File: config.mk
export PLATFORM = sky130hd
export DESIGN_NAME = bp_cfg_sequencer
export DESIGN_NICKNAME = d
export VERILOG_FILES = /design/src/rtl/bp_common_cfg_link_pkg.sv /design/src/rtl/bp_cfg_seq_cursor.sv /design/src/rtl/bp_cfg_sequencer.sv
export SDC_FILE = /design/constraint.sdc
export NUM_CORES = 1
export LEC_CHECK = 0
export ABC_AREA = 1
export BUFFER_PORTS_ARGS = -buffer_cell sky130_fd_sc_hd__buf_2
export CAP_MARGIN = 10
export CELL_PAD_IN_SITES_DETAIL_PLACEMENT = 1
export CELL_PAD_IN_SITES_GLOBAL_PLACEMENT = 1
export CORE_ASPECT_RATIO = 1.75
export CORE_MARGIN = 2
export CORE_UTILIZATION = 37
export CTS_CLUSTER_SIZE = 8
export DETAILED_ROUTE_END_ITERATION = 10
export PLACE_DENSITY_LB_ADDON = 0.1
export SYNTH_ARGS = -nofsm -noshare
export SYNTH_HDL_FRONTEND = slang
export SYNTH_SLANG_ARGS = --single-unit
File: constraint.sdc
create_clock -name clk_i -period 5 [get_ports clk_i]
set_clock_uncertainty 0.1 [all_clocks]
set_input_delay 0.25 -clock clk_i [delete_from_list [all_inputs] [get_ports clk_i]]
set_output_delay 0.25 -clock clk_i [all_outputs]
set_load 0.1 [all_outputs]
File: src/rtl/bp_common_cfg_link_pkg.sv
`default_nettype none
// ============================================================================
// Module : bp_common_cfg_link_pkg
// Brief  : Shared cfg-link types: sequencer states and the {addr,data} entry.
// Rev    : 1.0
// ============================================================================

`ifndef BSG_SAFE_CLOG2
`define BSG_SAFE_CLOG2(x) (((x) <= 1) ? 1 : $clog2(x))
`endif

`ifndef BP_CFG_ENTRY_S_DECLARE
`define BP_CFG_ENTRY_S_DECLARE(addr_w, data_w) \
  typedef struct packed {                      \
    logic [(addr_w)-1:0] addr;                 \
    logic [(data_w)-1:0] data;                 \
  } bp_cfg_entry_s;
`endif

package bp_common_cfg_link_pkg;

  typedef enum logic [1:0] {
    e_idle  = 2'd0,
    e_fetch = 2'd1,
    e_send  = 2'd2,
    e_done  = 2'd3
  } bp_cfg_seq_state_e;

endpackage

`default_nettype wire

File: src/rtl/bp_cfg_seq_cursor.sv
`default_nettype none
// ============================================================================
// Module : bp_cfg_seq_cursor
// Brief  : Nested core/entry counter; entry is the inner loop, core the outer.
// Rev    : 1.0
// ============================================================================

module bp_cfg_seq_cursor
  #(parameter int num_core_p    = 1,
    parameter int num_entries_p = 4,
    localparam int lg_core_lp    = `BSG_SAFE_CLOG2(num_core_p),
    localparam int lg_entries_lp = `BSG_SAFE_CLOG2(num_entries_p))
  (input  logic                     clk_i,
   input  logic                     reset_i,
   input  logic                     clear_i,
   input  logic                     inc_i,
   output logic [lg_core_lp-1:0]    core_o,
   output logic [lg_entries_lp-1:0] entry_o,
   output logic                     last_entry_o,
   output logic                     last_core_o);

  localparam logic [lg_core_lp-1:0]    c_last_core  = lg_core_lp'(num_core_p - 1);
  localparam logic [lg_entries_lp-1:0] c_last_entry = lg_entries_lp'(num_entries_p - 1);

  logic [lg_core_lp-1:0]    r_core;
  logic [lg_entries_lp-1:0] r_entry;

  assign core_o       = r_core;
  assign entry_o      = r_entry;
  assign last_entry_o = (r_entry == c_last_entry);
  assign last_core_o  = (r_core == c_last_core);

  // Core saturates at its last value so the counter never wraps.
  always_ff @(posedge clk_i or posedge reset_i) begin
    if (reset_i) begin
      r_core  <= '0;
      r_entry <= '0;
    end else if (clear_i) begin
      r_core  <= '0;
      r_entry <= '0;
    end else if (inc_i) begin
      if (last_entry_o) begin
        r_entry <= '0;
        if (!last_core_o)
          r_core <= r_core + lg_core_lp'(1);
      end else begin
        r_entry <= r_entry + lg_entries_lp'(1);
      end
    end
  end

endmodule

`default_nettype wire

File: src/rtl/bp_cfg_sequencer.sv
`default_nettype none
// ============================================================================
// Module : bp_cfg_sequencer
// Brief  : Boot-time cfg master; streams per-core ROM writes, then unfreezes.
// Rev    : 1.0
// ============================================================================

module bp_cfg_sequencer
  import bp_common_cfg_link_pkg::*;
  #(parameter int num_core_p       = 1,
    parameter int num_entries_p    = 4,
    parameter int cfg_core_width_p = 8,
    parameter int cfg_addr_width_p = 16,
    parameter int cfg_data_width_p = 32,
    localparam int lg_entries_lp   = `BSG_SAFE_CLOG2(num_entries_p))
  (input  logic                                     clk_i,
   input  logic                                     reset_i,
   input  logic                                     start_i,
   output logic                                     rom_v_o,
   output logic [lg_entries_lp-1:0]                 rom_addr_o,
   input  logic [cfg_addr_width_p+cfg_data_width_p-1:0] rom_data_i,
   output logic                                     cfg_v_o,
   output logic [cfg_core_width_p-1:0]              cfg_core_o,
   output logic [cfg_addr_width_p-1:0]              cfg_addr_o,
   output logic [cfg_data_width_p-1:0]              cfg_data_o,
   input  logic                                     cfg_ready_i,
   output logic [num_core_p-1:0]                    freeze_o,
   output logic                                     busy_o,
   output logic                                     done_o);

  `BP_CFG_ENTRY_S_DECLARE(cfg_addr_width_p, cfg_data_width_p)

  localparam int c_lg_core = `BSG_SAFE_CLOG2(num_core_p);

  bp_cfg_seq_state_e          r_state;
  bp_cfg_entry_s              r_payload;
  bp_cfg_entry_s              w_rom_entry;
  bp_cfg_entry_s              w_cur_entry;
  logic                       r_first;
  logic                       r_rom_v;
  logic                       r_cfg_v;
  logic                       r_busy;
  logic                       r_done;
  logic [num_core_p-1:0]      r_freeze;
  logic [num_core_p-1:0]      w_core_mask;
  logic [c_lg_core-1:0]       w_core_cnt;
  logic [lg_entries_lp-1:0]   w_entry_cnt;
  logic                       w_last_entry;
  logic                       w_last_core;
  logic                       w_start;
  logic                       w_hs;

  assign w_rom_entry = rom_data_i;
  assign w_start     = start_i & ((r_state == e_idle) | (r_state == e_done));
  assign w_hs        = r_cfg_v & cfg_ready_i;

  bp_cfg_seq_cursor
    #(.num_core_p    (num_core_p),
      .num_entries_p (num_entries_p))
    u_cursor
     (.clk_i        (clk_i),
      .reset_i      (reset_i),
      .clear_i      (w_start),
      .inc_i        (w_hs),
      .core_o       (w_core_cnt),
      .entry_o      (w_entry_cnt),
      .last_entry_o (w_last_entry),
      .last_core_o  (w_last_core));

  for (genvar g = 0; g < num_core_p; g++) begin : g_core_mask
    assign w_core_mask[g] = (w_core_cnt == c_lg_core'(g));
  end

  // The ROM word is only valid in the first SEND cycle, so it is forwarded
  // directly then and served from the captured copy while backpressured.
  assign w_cur_entry = r_first ? w_rom_entry : r_payload;

  assign rom_v_o    = r_rom_v;
  assign rom_addr_o = w_entry_cnt;
  assign cfg_v_o    = r_cfg_v;
  assign cfg_core_o = cfg_core_width_p'(w_core_cnt);
  assign cfg_addr_o = w_cur_entry.addr;
  assign cfg_data_o = w_cur_entry.data;
  assign freeze_o   = r_freeze;
  assign busy_o     = r_busy;
  assign done_o     = r_done;

  always_ff @(posedge clk_i or posedge reset_i) begin
    if (reset_i) begin
      r_state   <= e_idle;
      r_payload <= '0;
      r_first   <= 1'b0;
      r_rom_v   <= 1'b0;
      r_cfg_v   <= 1'b0;
      r_busy    <= 1'b0;
      r_done    <= 1'b0;
      r_freeze  <= '1;
    end else begin
      case (r_state)
        e_idle, e_done: begin
          if (w_start) begin
            r_state  <= e_fetch;
            r_rom_v  <= 1'b1;
            r_busy   <= 1'b1;
            r_done   <= 1'b0;
            r_freeze <= '1;
          end
        end
        e_fetch: begin
          r_state <= e_send;
          r_rom_v <= 1'b0;
          r_cfg_v <= 1'b1;
          r_first <= 1'b1;
        end
        e_send: begin
          if (r_first) begin
            r_payload <= w_rom_entry;
            r_first   <= 1'b0;
          end
          if (w_hs) begin
            r_cfg_v <= 1'b0;
            if (w_last_entry)
              r_freeze <= r_freeze & ~w_core_mask;
            if (w_last_entry && w_last_core) begin
              r_state <= e_done;
              r_busy  <= 1'b0;
              r_done  <= 1'b1;
            end else begin
              r_state <= e_fetch;
              r_rom_v <= 1'b1;
            end
          end
        end
        default: r_state <= e_idle;
      endcase
    end
  end

endmodule

`default_nettype wire
==> metrics, run 1 <==
vias in the first global route 2704; grt total ovfl 0; largest net degree at the start of global routing 98; initial antenna violation count 0; CP cell instances nand2_1, o21ai_2, buf_2; Worst R2R Setup Slack 2940 ps; M1 GR Usage 19.60%; Clock transition at path regs 50 ps; Final Hold Viols 0; CP arrival 2300 ps; CORE AREA 7963 sq um; Worst Setup End Kind primary output; Max H-tree Level 3; # port buffers 106; CP required 4650 ps; distinct cell type count after synthesis 18; Clock Path Buffers 2; CP max FO 97; fillers 1038; Yosys warnings 0; detailed router's first-iteration violation count 105; CTS tree yes; n_diodes 0; Buf/Inv on CP 1; crit path time final 2653 ps; Total GRT Usage 17.42%; top cells by area, synth dfrtp_1 (47%), nand2_1 (15%), o21ai_2 (9.2%); first-pass GRT wire length 11980 microns; routability cong. 0.7537; CP Launch Type flip-flop; die height 123.9 microns; max-cap viol count 0; Remaining DRCs 0; Yosys reg bits 58; clk root buf clkbuf_16; max incr delay on CP 1130 ps; Area Growth Syn to Fin 25.85%; dpl hpwl 5098 microns; Seq/Total Area, Yosys 47.80%; clock sinks 58; met2 Use GR 30.62%; Final period util 53.05%; critical path type flip-flop to primary output; critical path's slowest cell dfrtp_4; status completed; Worst-Skew Late Latency 320 ps; grt peak-use layer met2; IO Pins 115; met3 Track Usage GR 4.773%; setup TNS 0 ps; Vias 2726; HP Class input port to async pin; CP top delay family flip-flops; fin nets 534; post-CTS resize count 0; setup bufs post-CTS 0; Post-Route WL 7233 microns; RSZ-0062 raised after global routing no; area leader, netlist dfrtp_1; DR vias/cell 4.766; Mapped Cells 382; syn avg cell area 7.956 sq um; Routed WL per cell 12.65 microns; Slew @ Worst Pin 1143 ps; Initial Utilization 38.17%; cell area after synthesis 3039 sq um; Final Max Slew Viols 0; row cnt 43; Routed Antenna Nets 0; CTS Buf Count 9; worst rel slew slack 23.80%; die footprint 8984 sq um; Die W 72.51 microns; FMAX 0.3770 GHz; layout cells sized above 1 32.99%; Final setup viols 0; hold buffers post-CTS 0; TritonRoute pass-1 iters 5; share of the synthesized area in the top cell type 46.93%
[layer usage]
metal	share of wire, %	vias to the layer above
li1	-	1371
met1	39	1284
met2	55	64
met3	4.6	7
met4	1.1	0
met5	0	-
[cells in the mapped netlist]
master,instances
o21ai_2,32
ha_1,4
o21ai_0,47
inv_1,58
nand4_1,1
buf_2,6
nand3_1,4
nand2_1,124
clkbuf_1,5
conb_1,1
buf_1,3
clkbuf_4,2
dfrtp_1,57
nor2_1,2
buf_6,4
dfstp_2,1
buf_4,10
o21ai_1,21
[worst paths after layout]
| path | startpoint | endpoint | cells past startpoint |
|---|---|---|---|
| worst min register to register | freeze_o | freeze_o | 2 |
| worst max-delay path | r_first | cfg_addr_o[14] | 3 |
| max in group asynchronous | reset_i | r_first | 3 |
| worst min-delay path | reset_i | r_state[1] | 3 |
| min in group clk_i | rom_data_i[17] | r_payload[17] | 5 |
| worst max register to register | r_state[0] | r_payload[7] | 4 |
[kinds of logic after synthesis]
kind of cell	share of synthesized area, %
other cells	0.1234
fa+ha+maj	1.647
simple gates	16.43
buf+inv	13.59
flops	47.80
compound gates	20.42
[worst register-to-register path: stages, from the launching register on]
cell and delay [ps]:
dfrtp_1 400, inv_1 100, ha_2 480, buf_4 610, o21ai_0 220
[flip-flops by register name, indices dropped and copies added (netlist names)]
| name | count |
|---|---|
| busy_o | 1 |
| cfg_v_o | 1 |
| done_o | 1 |
| freeze_o | 1 |
| r_first | 1 |
| r_payload | 48 |
| r_state | 2 |
| rom_v_o | 1 |
| u_cursor.entry_o | 2 |
[layout by cell type (no fill, tap or decap)]
master	instances
o21ai_1	21
ha_1	3
inv_1	57
o21ai_0	47
nand3_1	4
dfstp_2	1
nor2_1	2
inv_2	1
conb_1	8
clkbuf_8	4
ha_2	1
clkinv_2	2
dfrtp_4	1
nand4_1	1
dfrtp_1	56
buf_2	106
o21ai_2	32
buf_4	2
clkbuf_16	9
nand2_1	124
[per-stage QoR]
step | hold WS, ps | util, % | std cells | setup slack, ps | area [sq um]
floorplan | 369.4 | - | 389 | 2575 | 3065
global route | 107.3 | 48.04 | 572 | 2107 | 3825
detailed placement | 355.4 | 44.39 | 557 | 2653 | 3535
global placement | 351.7 | 44.39 | 557 | 2704 | 3535
CTS | 69.05 | 48.04 | 572 | 2294 | 3825
finish | 44.17 | 48.04 | 572 | 2347 | 3825
[final cells by class]
class / instances / area (sq um) / share of cell area [%]
sequential: 58 / 1456 / 38.08
multi-input combinational: 243 / 1202 / 31.44
timing repair buffer: 108 / 545.5 / 14.26
clock buffer: 13 / 280.3 / 7.327
inverter: 58 / 217.7 / 5.692
tap: 90 / 112.6 / 2.944
clock inverter: 2 / 10.01 / 0.2617
Power of run 1 is left out: the tool's default activity adds up to more than one toggle a clock period on the data nets, which glitch-free logic cannot reach.
==> inputs of run 2 (changes only) <==
--- a/config.mk
+++ b/config.mk
@@ -12,7 +12,7 @@
 export CELL_PAD_IN_SITES_GLOBAL_PLACEMENT = 1
 export CORE_ASPECT_RATIO = 1.75
 export CORE_MARGIN = 2
-export CORE_UTILIZATION = 37
+export CORE_UTILIZATION = 35
 export CTS_CLUSTER_SIZE = 8
 export DETAILED_ROUTE_END_ITERATION = 10
 export PLACE_DENSITY_LB_ADDON = 0.1
==> constraint.sdc (replaced) <==
create_clock -name clk_i -period 2.65 [get_ports clk_i]
set_clock_uncertainty 0.1 [all_clocks]
set_input_delay 0.1325 -clock clk_i [delete_from_list [all_inputs] [get_ports clk_i]]
set_output_delay 0.1325 -clock clk_i [all_outputs]
set_load 0.1 [all_outputs]
==> run 2 against run 1 <==
Effect of this change: utilization decreased by 2.6 points; sequential share of layout area decreased by 0.60 points; critical path depth increased by 1; die area increased by 5.5%; register-to-register slack got worse by 2000 ps; via count increased by 2.5%; clock-buffer cell count increased by 2; flip-flop and latch count unchanged; first-iteration DRC count decreased by 22%; hold slack got worse by 17 ps.
==> metrics, run 2 (synthesized netlist as in run 1, its figures left out) <==
IO Pins 115; post-place setup slack 774.0 ps; Top reg by flops r_payload; setup TNS 0 ps; crit path time final 2196 ps; worst setup margin 454.0 ps; Max H-tree Level 3; n_diodes 0; fin nets 539; CP required 2420 ps; die footprint 9474 sq um; DR vias/cell 4.617; CP arrival 1960 ps; Clock transition at path regs 50 ps; CP Launch Type flip-flop; Post-Route WL 7736 microns; Die W 74.44 microns; vias in the first global route 2733; Total GRT Usage 17.42%; initial antenna violation count 0; HP Class input port to flip-flop; fillers 1106; CP cell instances buf_4, nand2_1, o21ai_1, buf_2; Buf/Inv on CP 2; Final Max Slew Viols 0; die height 127.3 microns; dpl hpwl 5831 microns; most common cell after layout, fill and taps aside nand2_1; status completed; Initial Utilization 35.51%; Final period util 82.87%; Clock Path Buffers 2; Area Growth Syn to Fin 27.87%; RSZ-0062 raised after global routing no; largest net degree at the start of global routing 54; Vias 2793; CTS tree yes; row cnt 45; Remaining DRCs 0; critical path type flip-flop to primary output; TritonRoute pass-1 iters 4; Slew @ Worst Pin 713.1 ps; CORE AREA 8558 sq um; # port buffers 106; Worst-Skew Late Latency 320 ps; clk root buf clkbuf_16; CP top delay family buffers and inverters; routability cong. 0.7854; CTS Buf Count 9; post-CTS resize count 0; Worst Setup End Kind primary output; first-pass GRT wire length 12450 microns; CP max FO 40; Routed WL per cell 12.79 microns; Routed Antenna Nets 0; max-cap viol count 0; grt total ovfl 0; layout cells sized above 1 32.38%; Final Hold Viols 0; clock sinks 58; worst rel slew slack 52.39%; FMAX 0.4554 GHz; critical path's slowest cell dfrtp_4; most frequent cells in the layout nand2_1 (124), buf_2 (106), inv_1 (57); Final setup viols 0; max incr delay on CP 710 ps; max reg flops 48; detailed router's first-iteration violation count 82
## run 2: area by class of cell
class	count	area (sq um)	area share, %
multi-input combinational	243	1202	30.94
tap	117	146.4	3.767
timing repair buffer	113	610.6	15.71
sequential	58	1456	37.48
clock buffer	15	247.7	6.375
clock inverter	1	5.005	0.1288
inverter	58	217.7	5.602
## run 2: path summary, 6_finish.rpt
kind                                 from             to  slack [ps]  cells after the start
max in group asynchronous         reset_i  r_payload[37]        1470                      4
hold / removal             rom_data_i[18]  r_payload[18]          30                      5
setup reg to reg               r_state[0]  r_payload[22]         930                      4
hold reg to reg                    done_o         done_o         370                      2
min in group asynchronous         reset_i  r_payload[11]         360                      3
setup / recovery                  r_first  cfg_addr_o[1]         450                      4
## run 2: tightest hold or removal path, cell delays in order
cell and delay [ps]:
buf_2 80, nand2_1 50, o21ai_2 60, nand2_1 40, o21ai_0 60
## run 2: routing by layer
layer  GRT usage [%]  vias up  wire length [microns]
li1                -     1385                      -
met3           3.391       16                    270
met2           32.43       61                   4368
met5               0        -                      0
met1           17.72     1331                   2875
met4           8.298        0                    221
## run 2: timing repair
action                                 in CTS  in global routing
hold buffers                                1                  0
setup endpoints to repair                   0                  0
setup buffers                               0                  0
endpoints found under the hold margin      29                  0
## run 2: metrics by stage
stage,util (%),instance area (sq um),std cells,hold WS (ps)
2_1_floorplan,-,3065,389,251.9
3_3_place_gp,42.34,3623,588,190.2
3_5_place_dp,42.34,3623,588,202.6
4_1_cts,45.41,3886,605,22.39
5_1_grt,45.41,3886,605,50.40
6_report,45.41,3886,605,26.98
Power of run 2 is left out for the same reason.
